$ cat src/rtl/branch_update_queue.sv
// In-order branch update queue: fetch allocates, execute resolves by tag, ROB retires in order.
// Optional BUQ_STATS_EN adds saturating commit/mispredict counters.
module branch_update_queue #(
  parameter int unsigned DEPTH = 8,
  localparam int unsigned IDX_W = $clog2(DEPTH)
) (
  input  logic             clk,
  input  logic             rst,
  input  logic             alloc_valid,
  output logic             alloc_ready,
  input  logic [31:0]      alloc_pc,
  input  logic             alloc_pred,
  output logic [IDX_W-1:0] alloc_tag,
  input  logic             resolve_valid,
  input  logic [IDX_W-1:0] resolve_tag,
  input  logic             resolve_taken,
  input  logic             retire_valid,
  output logic             retire_ready,
  input  logic             flush,
  output logic             branch_commit,
  output logic             branch_taken,
  output logic [31:0]      branch_taken_pc,
  output logic             mispredict,
  output logic [IDX_W:0]   count
`ifdef BUQ_STATS_EN
  ,
  output logic [31:0]      stat_commits,
  output logic [31:0]      stat_mispredicts
`endif
);

  logic [DEPTH-1:0] valid_q, resolved_q, pred_q, taken_q;
  logic [31:0]      pc_q [DEPTH];
  logic [IDX_W:0]   head_q, tail_q;
  logic [IDX_W-1:0] head_idx, tail_idx;
  logic             full, alloc_fire, resolve_fire, retire_fire;

  assign head_idx = head_q[IDX_W-1:0];
  assign tail_idx = tail_q[IDX_W-1:0];
  assign full     = (head_q[IDX_W] != tail_q[IDX_W]) && (head_idx == tail_idx);

  assign alloc_ready  = !full && !flush;
  // Uses the registered resolved bit, so a same-cycle resolve cannot enable retire.
  assign retire_ready = valid_q[head_idx] && resolved_q[head_idx];
  assign alloc_tag    = tail_idx;
  assign count        = tail_q - head_q;

  assign alloc_fire   = alloc_valid && alloc_ready;
  assign resolve_fire = resolve_valid && !flush && valid_q[resolve_tag] &&
                        !resolved_q[resolve_tag];
  assign retire_fire  = retire_valid && retire_ready;

  always_ff @(posedge clk or posedge rst) begin
    if (rst) begin
      valid_q    <= '0;
      resolved_q <= '0;
      pred_q     <= '0;
      taken_q    <= '0;
      head_q     <= '0;
      tail_q     <= '0;
      for (int i = 0; i < DEPTH; i++) pc_q[i] <= '0;
    end else if (flush) begin
      valid_q <= '0;
      head_q  <= '0;
      tail_q  <= '0;
    end else begin
      if (alloc_fire) begin
        valid_q[tail_idx]    <= 1'b1;
        resolved_q[tail_idx] <= 1'b0;
        pred_q[tail_idx]     <= alloc_pred;
        pc_q[tail_idx]       <= alloc_pc;
        tail_q               <= tail_q + 1'b1;
      end
      if (resolve_fire) begin
        resolved_q[resolve_tag] <= 1'b1;
        taken_q[resolve_tag]    <= resolve_taken;
      end
      if (retire_fire) begin
        valid_q[head_idx] <= 1'b0;
        head_q            <= head_q + 1'b1;
      end
    end
  end

  // Update strobe reads the head slot before the flush/pop takes effect.
  always_ff @(posedge clk or posedge rst) begin
    if (rst) begin
      branch_commit   <= 1'b0;
      branch_taken    <= 1'b0;
      branch_taken_pc <= '0;
      mispredict      <= 1'b0;
    end else begin
      branch_commit <= retire_fire;
      mispredict    <= retire_fire && (taken_q[head_idx] != pred_q[head_idx]);
      if (retire_fire) begin
        branch_taken    <= taken_q[head_idx];
        branch_taken_pc <= pc_q[head_idx];
      end
    end
  end

`ifdef BUQ_STATS_EN
  always_ff @(posedge clk or posedge rst) begin
    if (rst) begin
      stat_commits     <= '0;
      stat_mispredicts <= '0;
    end else if (retire_fire) begin
      if (stat_commits != 32'hFFFF_FFFF) stat_commits <= stat_commits + 1'b1;
      if ((taken_q[head_idx] != pred_q[head_idx]) && (stat_mispredicts != 32'hFFFF_FFFF))
        stat_mispredicts <= stat_mispredicts + 1'b1;
    end
  end
`endif

endmodule

$ cat config.mk
export PLATFORM = sky130hd
export DESIGN_NAME = branch_update_queue
export DESIGN_NICKNAME = d
export VERILOG_FILES = /design/src/rtl/branch_update_queue.sv
export SDC_FILE = /design/constraint.sdc
export NUM_CORES = 1
export LEC_CHECK = 0
export BUFFER_PORTS_ARGS = -buffer_cell sky130_fd_sc_hd__buf_2
export CAP_MARGIN = 40
export CORE_MARGIN = 5
export CORE_UTILIZATION = 60
export CTS_CLUSTER_DIAMETER = 60
export DETAILED_ROUTE_END_ITERATION = 6
export PLACE_DENSITY = 0.87
export SLEW_MARGIN = 15
export SYNTH_ARGS = -nofsm -noshare
export SYNTH_HDL_FRONTEND = slang
export SYNTH_SLANG_ARGS = --single-unit
$ cat constraint.sdc
create_clock -name clk -period 20.3 [get_ports clk]
set_input_delay 1.015 -clock clk [delete_from_list [all_inputs] [get_ports clk]]
set_output_delay 1.015 -clock clk [all_outputs]
set_load 0.01 [all_outputs]
# Yosys cells after proc, flatten, opt, wreduce, memory -nomap -nowiden

Index checks and enable logic that the tools add are counted.

Add/subtract/negate cells: 3
Muxes and demuxes: 37
Bitwise logic cells: 9
Equality and inequality tests: 3
$mul: 0
Shift operators: 0
Div/mod/pow operators: 0
Reduce and logical (&&, ||, !) cells: 20
Magnitude comparators: 9

Operators with widths:

| operator            | count |
|---|---|
| $bwmux 256          | 1 |
| $bmux 32 s3         | 1 |
| $demux 32 s3        | 1 |
| $mux 32             | 3 |
| $mux 8              | 7 |
| $bmux 1 s3          | 6 |
| $and 8x8->8         | 2 |
| $bwmux 8            | 2 |
| $mux 4              | 4 |
| $not 8->8           | 2 |
| $or 8x8->8          | 2 |
| $logic_and 1x1->1   | 13 |
| $lt 3x4->1 const B  | 3 |
| $demux 1 s3         | 3 |
| $ge 3x1->1 const B  | 3 |
| $mux 1              | 9 |
| $add 4x1->4 const B | 2 |
| $ge 4x4->1 const B  | 2 |
| $not 3->4           | 2 |
| $lt 4x1->1 const B  | 1 |
| $reduce_and 2->1    | 2 |
| $reduce_bool 2->1   | 2 |
| $sub 4x4->4         | 1 |
| $eq 3x3->1          | 1 |
| 3 further kinds     | 6 |

RAM bits: 0
Memory bits (read-only): 0
Bits in latches: 0
Bits in registers: 331
Memories kept: 0
Bits of input ports: 43

# Depth between registers and ports, before layout

Gate-level depths: netlist of the first run.

Depth in word-level cells: 10
Depth in mapped cells: 11
Mapped depth without buffers: 6

# Worst setup path before layout of the first run

No wires, ideal clock.

Path type: reg2out
From: reg head_q[1]
To: out count[3]
Path buffers: 2
Stages on the path, launching flop included: 8
Arrival: 1.933 ns
Path slack: 17.352 ns
Path through: dfrtp_1 > clkbuf_1 > inv_2 > clkbuf_1 > ha_1 > a21o_1 > a21oi_1 > xor2_1

Word-level cells in the longest chain between the ends: 1

RTL lines:

| element                | line | source |
|---|---|---|
| start, declared        | 34   | `logic [IDX_W:0] head_q, tail_q;` |
| start signal, assigned | 80   | `head_q <= head_q + 1'b1;` |
| $sub 4x4->4            | 46   | `assign count = tail_q - head_q;` |
| end, declared          | 24   | `output logic [IDX_W:0] count` |

Every way passes these cells.

# Worst setup path in the final report of the first run

From: reg head_q[0]
To: out retire_ready

Word-level cells in the longest chain between the ends: 3

RTL lines:

| element                      | line | source |
|---|---|---|
| $bmux 1 s3                   | 44   | `assign retire_ready = valid_q[head_idx] && resolved_q[head_idx];` |
| $mux 1 (implied by the code) | 44   |  |
| $logic_and 1x1->1 (*)        | 44   |  |
| end, declared                | 18   | `output logic retire_ready,` |

Every way passes the cells marked *; elsewhere a longest branch is shown, timed or not. The select of a mux whose other input is x is not followed.

==> metrics.csv, run 1 <==
stage;metric;value;unit
status;status;finished, final reports clean;
detailed_routing;drc;0;
hold_path;min_delay_path_depth;1;
hold_path;hold_path.class;reg2reg;
detailed_routing;final_antenna_net_count;0;
logic_synthesis;yosysWarningCount;0;
grt;grt_first_pass_wirelength;53.8;mm
grt;grt.total_usage;23.9;%
logic_synthesis;yosysTopAreaCell;dfrtp_1;
clocking;htreeDepth;2;
detailed_routing;avgViaCountPerCell;6.19;
grt;grt-ovfl-total;0;
floorplanning;dieHeight;167;microns
setup_path;path_cells;buf_4 > mux4_2 > nor2_1 > or2_2 > buf_2;
setup_path;crit_path_max_incr_delay;840;ps
sta;min_period_over_period;20.8;%
placed_design;gp_congestion;0.897;
sta;rsz0062_at_grt;false;
placed_design;post-place-ws;16580;ps
clocking;cts_buffers;35;
floorplanning;rows;57;
clocking;clock_latency;510;ps
sta;period_minus_slack;4220;ps
floorplanning;num_io_pins;87;
setup_path;r2r-start;head_q[0];
clocking;cts_root_buffer;clkbuf_16;
floorplanning;die-area;27800;sq um
pwr;p_leak;7.78;nW
final_layout;final-instance-count-excl-fill;1422;
sta;max_freq;0.237;GHz
grt;grt_pass1_vias;9796;
hold_path;min_to;pc_q[1];
final_layout;fin_util;69.0;%
final_layout;layout-drive-gt1-share;47.2;%
sta;drv_slew;0;
setup_path;crit_type;reg2out;
setup_path;critPathLaunch;head_q[0];
pwr;power_switching;0.000454;W
setup_path;r2r-end;branch_taken_pc[25];
clocking;cts_tree;done;
clocking;cts-resized-gates;0;
grt;grt_max_degree;120;
clocking;cts_buffer_depth;3;
final_layout;area_delta_synth_final;13.4;%
setup_path;r2r_slack;16950;ps
final_layout;fillers;1577;
setup_path;start_kind;flop;
clocking;ctsHoldBuffers;0;
logic_synthesis;synth_top_cell_area_share;56.1;%
detailed_routing;via_count;8805;
logic_synthesis;ys_seq_area_share;56.1;%
detailed_routing;wl;32.2;mm
pwr;switching_share;25.1;%
grt;antenna_found_initial;1;
final_layout;fin_nets;1123;
pwr;power_frac_seq;47.9;%
logic_synthesis;synth_cell_types;41;
setup_path;critical_path_buf_inv_count;2;
sta;finalHoldViolations;0;
logic_synthesis;synth_edf_count;0;
placed_design;post-dp-hpwl;19.5;mm
logic_synthesis;yosys-top-cells-area;dfrtp_1 56%, mux2_2 19%, mux4_2 11%;
floorplanning;coreArea;24200;sq um
setup_path;endpoint_kind;output pin;
logic_synthesis;ys_ff_latch;331;
floorplanning;dieWidth;167;microns
pwr;comb_power_share;17.1;%
run;drv_cap;0;
floorplanning;start_util;60.9;%
pwr;p_int;0.00135;W
detailed_routing;wl_per_cell;22.7;microns
pwr;pwr-share-clk;35.0;%
detailed_routing;drt_iter0_drc;670;
pwr;pwr_density_cell;108;nW/um^2
sta;fin_ws;16080;ps
setup_path;r2r_cells;6;
sta;finalSetupTns;0;ps
detailed_routing;drt_first_pass_iters;5;
final_layout;antenna_cells;0;
logic_synthesis;synth_nets;1045;
clocking;cts_setup_buffers;0;
hold_path;hold_start;pc_q[1];
setup_path;cp_slowest_cell;dfrtp_4;
sta;relSlewSlack;46.7;%
setup_path;cp.arrival;3200;ps
logic_synthesis;syn_area;14800;sq um
logic_synthesis;syn-instance-count;996;
sta;worst_pin_slew;799;ps
logic_synthesis;ys.flop_type;dfrtp_1;
placed_design;port_buffers;86;
setup_path;cp_top_family;flip-flops;
clocking;cts_sinks;331;
placed_design;dp.cells;1360;
setup_path;path_max_fanout;42;
setup_path;cp.required;19290;ps
logic_synthesis;synthArstFlopShare;100;%
clocking;clk_pin_slew_worst_paths;60;ps
sta;setup_viol;0;
sta;clock_skew;13.1;ps
pwr;ir_worst_vdd;0.0666;mV
logic_synthesis;syn_avg_cell_area;14.8;sq um
flip-flops by register name (all words and copies together), names as in the netlist, 4 cells and up:
| register | count |
|---|---|
| branch_taken_pc | 32 |
| head_q | 4 |
| resolved_q | 8 |
| taken_q | 8 |
| pc_q | 256 |
| tail_q | 4 |
| pred_q | 8 |
| valid_q | 8 |
per-stage QoR:
stage	power, W	area (sq um)	hold slack [ps]
after detailed placement	0.00118	15500	488
after CTS	0.00182	16700	502
after floorplan	0.00107	14800	461
after global routing	0.00189	16700	515
final	0.00181	16700	501
after global placement	0.00115	15300	482
final cells by class:
class / count / area [sq um] / area share (%)
clock buffers: 56 / 1110 / 6.62
clock inverters: 5 / 50.0 / 0.299
inverters: 15 / 63.8 / 0.381
multi-input cells: 586 / 6050 / 36.1
flip-flops and latches: 331 / 8290 / 49.6
well taps: 324 / 405 / 2.42
repair buffers: 105 / 766 / 4.58
Yosys cell counts, types with 2 or more instances:
master and count:
dfrtp_1 331, mux2_2 245, nand2_1 92, mux4_2 70, nor2_1 45, buf_2 41
a31oi_1 33, mux2_4 28, inv_1 13, clkbuf_1 12, a21oi_1 10, nand3_1 8
buf_4 6, o21ai_0 6, ha_1 5, xor2_1 5, and3_2 4, nand3_2 4
a22oi_1 3, buf_12 3, nor3_1 3, xnor2_1 3, and3_1 2, buf_6 2
mux2i_1 2, nand4_1 2, nand4b_1 2, nor3b_1 2, o2111a_1 2
worst max-delay path by stage:
stage / to / slack (ps) / cells after the start
floorplan: branch_commit / 10120 / 1
global placement: retire_ready / 16620 / 5
detailed placement: retire_ready / 16580 / 5
CTS: retire_ready / 16010 / 5
global route: retire_ready / 15880 / 5
finish: retire_ready / 16080 / 5
power by group through the flow:
stage | Combinational, W | Clock [W] | Sequential (W)
2_1_floorplan | 0.000208 | 0 | 0.000862
3_3_place_gp | 0.000288 | 0 | 0.000863
3_5_place_dp | 0.000307 | 0 | 0.000872
4_1_cts | 0.000313 | 0.000642 | 0.000864
5_1_grt | 0.000341 | 0.000675 | 0.000878
6_report | 0.000309 | 0.000632 | 0.000865
metal layers:
layer	track usage (%)	up-vias	routed length [microns]
li1	-	3788	-
met1	32.1	4654	13100
met2	40.5	290	16600
met3	4.17	71	1730
met4	7.47	2	753
met5	0	-	13
cells by family after synthesis:
family	count (synthesis)	synth area share [%]
compound gates	59	2.60
fa+ha+maj	6	0.560
xor+xnor	8	0.475
flops	331	56.1
mux	345	32.4
simple gates	168	4.93
buf+inv	79	2.94
layout by cell type (no fill, tap or decap), types with 2 or more instances in the layout:
master     synthesis  routed
xor2_1             5       5
nand2_1           92      92
nand3_1            8       8
nand4_1            2       2
clkbuf_16          0      37
nand3_2            4       4
buf_2             41      86
inv_1             13      12
and3_2             4       4
clkbuf_8           0      11
a31oi_1           33      33
nand4b_1           2       2
mux4_2            70      70
mux2_2           245     245
mux2_4            28      28
o21ai_0            6       6
nor3b_1            2       2
a22oi_1            3       3
dfrtp_1          331     328
nor3_1             3       3
a21oi_1           10      10
dfrtp_4            0       2
nor2_1            45      45
and3_1             2       2
ha_1               5       5
mux2i_1            2       2
o2111a_1           2       2
clkinv_2           0       4
buf_16             0       9
buf_4              6       9
clkbuf_1          12       8
xnor2_1            3       3
worst register-to-register path, cell delays in order, from the launching register on:
cell     delay (ps)
dfrtp_4         840
buf_4           710
mux4_2          480
o22ai_4         180
buf_4           670
nor2_1          170
a31oi_1         200
Note: power is estimated with default switching activity, not from simulation.
==> run 2: changes to the inputs <==
==> constraint.sdc (replaced) <==
create_clock -name clk -period 4.41 [get_ports clk]
set_input_delay 0.2205 -clock clk [delete_from_list [all_inputs] [get_ports clk]]
set_output_delay 0.2205 -clock clk [all_outputs]
set_load 0.01 [all_outputs]
==> run 2 against run 1 <==
Compared with the run above:
- combinational power rose to 4.6 times the previous value
- routed wire length is 6.4% higher
- clock skew is 11 ps higher
- sequential share of layout area about the same
- count of clock-buffer cells in the layout decreased by 4
- flip-flop and latch count is the same
- largest cell class unchanged
- global-route usage up 1.3 points
- non-clock buffer count rose by 2
- first-iteration DRC count rose by 20%
- worst hold slack got worse by 480 ps
==> metrics.csv, run 2 (synthesis results as in run 1) <==
stage;metric;value;unit
status;status;finished, final reports clean;
grt;grt_first_pass_wirelength;55.8;mm
sta;finalHoldViolations;0;
detailed_routing;wl_per_cell;24.0;microns
clocking;cts_root_buffer;clkbuf_16;
setup_path;r2r-start;head_q[2];
grt;grt_pass1_vias;9889;
final_layout;largest_reg_flops;256;
grt;grt-ovfl-total;0;
setup_path;cp.arrival;3750;ps
final_layout;area_delta_synth_final;13.4;%
floorplanning;dieWidth;167;microns
detailed_routing;final_antenna_net_count;0;
sta;timing.hold.ws;22.0;ps
grt;antenna_found_initial;3;
floorplanning;die-area;27800;sq um
clocking;cts_buffers;35;
setup_path;r2r-end;pc_q[174];
clocking;cts_buffer_depth;3;
detailed_routing;drt_first_pass_iters;5;
clocking;htreeDepth;2;
run;drv_cap;0;
sta;relSlewSlack;28.2;%
placed_design;port_buffers;86;
clocking;cts_setup_buffers;0;
detailed_routing;drt_iter0_drc;806;
detailed_routing;top_layer;met5;
sta;drv_slew;0;
setup_path;cp_slowest_cell;nand3_2;
sta;clock_skew;23.9;ps
pwr;p_int;0.00637;W
setup_path;critPathLaunch;head_q[2];
floorplanning;rows;57;
placed_design;post-dp-hpwl;19.1;mm
setup_path;cp.required;4800;ps
detailed_routing;wl;34.3;mm
final_layout;final_common_cell;dfrtp_1;
hold_path;hold_path.class;in2reg;
pwr;power_switching;0.00220;W
sta;worst_pin_slew;1080;ps
setup_path;crit_end;pc_q[174];
pwr;power_frac_seq;46.6;%
setup_path;start_kind;flop;
setup_path;r2r_cells;6;
pwr;ir_worst_vdd;0.283;mV
grt;grt_max_degree;187;
sta;setup_viol;0;
final_layout;layout-drive-gt1-share;47.8;%
detailed_routing;wl_met2;17.3;mm
sta;period_minus_slack;3350;ps
setup_path;path_max_fanout;20;
detailed_routing;drc;0;
setup_path;path_cells;inv_1 > ha_1 > a41oi_2 > nand3_2 > buf_4 > mux2_2;
floorplanning;num_io_pins;87;
sta;rsz0062_at_grt;false;
grt;grt.total_usage;25.2;%
placed_design;gp_congestion;0.903;
detailed_routing;via_count;8930;
clocking;cts_sinks;331;
sta;min_period_over_period;76.0;%
floorplanning;coreArea;24200;sq um
sta;max_freq;0.298;GHz
clocking;clk_pin_slew_worst_paths;60;ps
final_layout;fin_nets;1125;
setup_path;endpoint_kind;flop;
clocking;clock_latency;520;ps
final_layout;final_cell_mix;329 x dfrtp_1, 245 x mux2_2, 92 x nand2_1;
pwr;p_leak;7.78;nW
pwr;comb_power_share;16.6;%
clocking;cts_tree;done;
detailed_routing;met1Wirelength;13.8;mm
detailed_routing;avgViaCountPerCell;6.26;
floorplanning;start_util;60.9;%
floorplanning;dieHeight;167;microns
setup_path;crit_type;reg2reg;
setup_path;crit_path_max_incr_delay;750;ps
setup_path;r2r_slack;1060;ps
final_layout;final-instance-count-excl-fill;1427;
pwr;pwr_density_cell;513;nW/um^2
pwr;pwr-share-clk;36.8;%
final_layout;reg.largest.list;pc_q x256, branch_taken_pc x32;
placed_design;dp.cells;1362;
pwr;switching_share;25.7;%
detailed_routing;wl_met3;2.21;mm
final_layout;largest-register;pc_q;
## run 2: cell types whose count changed in the layout (fill, tap and decap cells not counted), sizes merged
cell	change
buf	+1
bufinv	+2
clkbuf	-4
clkinvlp	+3
diode	+1
dlygate4sd3	+1
inv	+1
## run 2: area by class of cell
class,instances,area (sq um)
inverter,15,60.1
timing repair buffer,107,656
tap,324,405
clock inverter,11,156
sequential,331,8290
clock buffer,52,1110
multi-input combinational,586,6050
fill,1568,7520
antenna,1,2.50
## run 2: stage by stage
stage	worst slack, ps	TNS, ps	utilization (%)	total power, W	instance area [sq um]
2_1_floorplan	-231	-76510	-	0.00493	14800
3_3_place_gp	1250	0	63.4	0.00532	15400
3_5_place_dp	1120	0	63.7	0.00542	15400
4_1_cts	1080	0	69.0	0.00861	16700
5_1_grt	877	0	69.0	0.00896	16700
6_report	1060	0	69.0	0.00858	16700
## run 2: routing by layer
layer / up-vias / GRT usage [%]
li1: 3783 / -
met1: 4724 / 33.8
met2: 328 / 42.0
met3: 89 / 5.59
met4: 6 / 7.72
met5: - / 0
## run 2: what timing repair did
| action | CTS | global route |
|---|---|---|
| resized for setup | 0 | 0 |
| hold buffers | 1 | 0 |
| endpoints found under the hold margin | 33 | 0 |
## run 2: critical path: cells and delay by family, from the launching register on
kind / cells / cell delay, ps
DFF: 1 / 600
adders and majority gates: 1 / 360
AOI/OAI and AO/OA: 1 / 580
and+or+nand+nor: 1 / 750
muxes: 1 / 310
buffers and inverters: 2 / 640
## run 2: how the worst min path moves through the flow
| stage | start | endpoint | depth (start not counted) |
|---|---|---|---|
| final | alloc_valid | tail_q[1] | 3 |
| after CTS | alloc_valid | tail_q[1] | 3 |
| after global routing | alloc_valid | tail_q[1] | 3 |
| after global placement | rst | pc_q[183] | 3 |
| after detailed placement | rst | branch_taken_pc[22] | 3 |
| after floorplan | alloc_valid | tail_q[1] | 2 |
## run 2: power by group through the flow
stage	sequential (W)	clock, W	combinational (W)
floorplan	0.00397	0	0.000958
global placement	0.00399	0	0.00133
detailed placement	0.00402	0	0.00140
CTS	0.00399	0.00318	0.00144
global route	0.00406	0.00332	0.00157
finish	0.00400	0.00316	0.00142
==> run 3: changes to the inputs <==
--- a/config.mk
+++ b/config.mk
@@ -5,6 +5,7 @@
 export SDC_FILE = /design/constraint.sdc
 export NUM_CORES = 1
 export LEC_CHECK = 0
+export ABC_AREA = 1
 export BUFFER_PORTS_ARGS = -buffer_cell sky130_fd_sc_hd__buf_2
 export CAP_MARGIN = 40
 export CORE_MARGIN = 5
==> constraint.sdc (replaced) <==
create_clock -name clk -period 3.3 [get_ports clk]
set_input_delay 0.165 -clock clk [delete_from_list [all_inputs] [get_ports clk]]
set_output_delay 0.165 -clock clk [all_outputs]
set_load 0.01 [all_outputs]
==> run 3 against run 2 <==
Compared with the run above:
- non-clock buffer count rose by 44
- die area rose by 5.5%
- worst setup slack got worse by 430 ps
- synthesized cell count rose by 97%
- critical path depth rose by 2
- core utilization fell by 1.0 points
- sequential power rose by 41%
- cell count rose by 65%
- clock power rose by 27%
- worst hold slack improved by 18 ps
- area after synthesis rose by 5.9%
==> metrics.csv, run 3 <==
stage;metric;value;unit
status;status;finished, final reports clean;
pwr;finalPower;0.0117;W
floorplanning;coreArea;25800;sq um
logic_synthesis;ys.flop_type;dfrtp_1;
detailed_routing;final_antenna_net_count;0;
sta;finalSetupTns;0;ps
logic_synthesis;ys_ff_latch;331;
setup_path;critical_path_buf_inv_count;3;
placed_design;post-dp-hpwl;24.2;mm
grt;grt_pass1_vias;13706;
sta;relSlewSlack;43.6;%
sta;period_minus_slack;2670;ps
clocking;cts_buffer_depth;3;
setup_path;r2r-start;head_q[2];
detailed_routing;wl_per_cell;17.7;microns
floorplanning;rows;59;
detailed_routing;via_count;13727;
pwr;ir_worst_vdd;0.484;mV
clocking;clock_latency;520;ps
floorplanning;dieHeight;171;microns
placed_design;port_buffers;86;
logic_synthesis;syn_area;15600;sq um
clocking;cts_setup_buffers;0;
final_layout;fin_util;68.0;%
final_layout;area_delta_synth_final;12.4;%
floorplanning;die-area;29400;sq um
sta;fin_ws;629;ps
sta;worst_pin_slew;845;ps
sta;finalHoldViolations;0;
logic_synthesis;synth.most_common_cell;nand2_1;
pwr;pwr_density_cell;664;nW/um^2
logic_synthesis;syn-instance-count;1963;
setup_path;start_kind;flop;
sta;setup_viol;0;
floorplanning;num_io_pins;87;
sta;min_period_over_period;81.0;%
setup_path;endpoint_kind;flop;
setup_path;r2r-end;pc_q[140];
floorplanning;dieWidth;171;microns
detailed_routing;drt_first_pass_iters;5;
grt;grt-ovfl-total;0;
detailed_routing;drc;0;
detailed_routing;avgViaCountPerCell;5.83;
setup_path;path_cells;inv_2 > ha_1 > nand4_4 > nand4_1 > buf_4 > inv_2 > nand2_1 > nand2_1;
setup_path;path_max_fanout;35;
detailed_routing;drt_iter0_drc;1593;
setup_path;cp.required;3760;ps
sta;clock_skew;15.5;ps
final_layout;layout-drive-gt1-share;9.86;%
final_layout;largest-register;pc_q;
logic_synthesis;synth_edf_count;0;
logic_synthesis;synthArstFlopShare;100;%
logic_synthesis;yosysTopAreaCell;dfrtp_1;
sta;timing.hold.ws;40.0;ps
logic_synthesis;synth_common_cells;825 x nand2_1, 331 x dfrtp_1, 139 x inv_1, 139 x o21ai_0, 88 x buf_2;
setup_path;r2r_slack;630;ps
setup_path;critPathLaunch;head_q[2];
hold_path;hold_path.class;in2reg;
setup_path;cp.depth;8;
run;drv_cap;0;
setup_path;crit_path_max_incr_delay;560;ps
pwr;p_leak;9.18;nW
grt;grt.total_usage;29.0;%
setup_path;cp.arrival;3130;ps
final_layout;final_common_cell;nand2_1;
logic_synthesis;synth_cell_types;33;
clocking;cts_buffers;36;
logic_synthesis;ys_seq_area_share;53.0;%
final_layout;final_cell_mix;825 x nand2_1, 330 x dfrtp_1, 139 x o21ai_0;
logic_synthesis;yosys-top-cells-area;dfrtp_1 53%, nand2_1 20%, o21ai_0 4.5%;
clocking;clk_pin_slew_worst_paths;60;ps
grt;grt_max_degree;91;
sta;rsz0062_at_grt;false;
sta;max_freq;0.374;GHz
logic_synthesis;yosysWarningCount;0;
final_layout;fin_nets;2042;
detailed_routing;wl;41.6;mm
grt;grt_first_pass_wirelength;69.2;mm
floorplanning;start_util;60.5;%
clocking;htreeDepth;2;
final_layout;reg.largest.list;pc_q x256, branch_taken_pc x32;
setup_path;crit_end;pc_q[140];
logic_synthesis;synth_nets;2012;
setup_path;cp_top_family;buffers and inverters;
placed_design;post-place-ws;738;ps
setup_path;cp_slowest_cell;inv_2;
setup_path;crit_type;reg2reg;
placed_design;gp_congestion;0.899;
setup_path;r2r_cells;8;
clocking;cts_root_buffer;clkbuf_16;
final_layout;largest_reg_flops;256;
grt;antenna_found_initial;1;
clocking;cts_sinks;331;
clocking;cts_tree;done;
logic_synthesis;synth_top_cell_area_share;53.0;%
sta;drv_slew;0;
logic_synthesis;syn_avg_cell_area;7.96;sq um
-- run 3: repair_timing --
action | in CTS | in global routing
hold buffers | 35 | 0
endpoints found under the setup margin | 0 | 0
gates resized for setup | 0 | 0
hold endpoints to repair | 273 | 0
-- run 3: per-stage QoR --
stage / cells / area [sq um]
after floorplan: 1963 / 15600
after global placement: 2253 / 16000
after detailed placement: 2254 / 16000
after CTS: 2352 / 17500
after global routing: 2354 / 17600
final: 2354 / 17600
-- run 3: worst min-delay path, stage by stage --
cell and delay [ps]:
buf_2 170, nand4_1 110, nand2_1 60
-- run 3: where the power goes --
group / internal (W) / leakage [nW] / switching, W
combinational: 0.000808 / 4.54 / 0.00121
sequential: 0.00512 / 4.07 / 0.000522
clock: 0.00238 / 0.576 / 0.00161
-- run 3: layer usage --
layer  global-route usage, %  routed length (microns)  up-vias
met1                    39.3                    16700     6584
li1                        -                        -     6306
met2                    46.9                    20000      709
met4                    11.7                     1360        0
met3                    5.15                     3650      128
met5                       0                        0        -
-- run 3: cells by family after synthesis --
kind of cell / synth area share (%)
and+or+nand+nor: 24.3
AOI/OAI and AO/OA: 13.1
DFF: 53.0
buffers and inverters: 8.63
xor gates and xnor gates: 0.440
adders and majority gates: 0.528
-- run 3: worst min-delay path by stage --
stage            startpoint                   to  slack [ps]  cells after the start
3_5_place_dp            rst  branch_taken_pc[22]         250                      2
5_1_grt        retire_valid            head_q[0]          40                      3
3_3_place_gp            rst  branch_taken_pc[22]         250                      2
6_report       retire_valid            head_q[0]          40                      3
4_1_cts        retire_valid            head_q[0]          20                      3
2_1_floorplan  retire_valid  branch_taken_pc[28]         430                      4
-- run 3: final cells by class --
cell class / count / area [sq um]
timing repair buffer: 151 / 1090
clock buffer: 54 / 1060
tap: 335 / 419
sequential: 331 / 8290
antenna: 1 / 2.50
inverter: 152 / 574
fill: 1978 / 8270
clock inverter: 9 / 110
multi-input combinational: 1321 / 6020
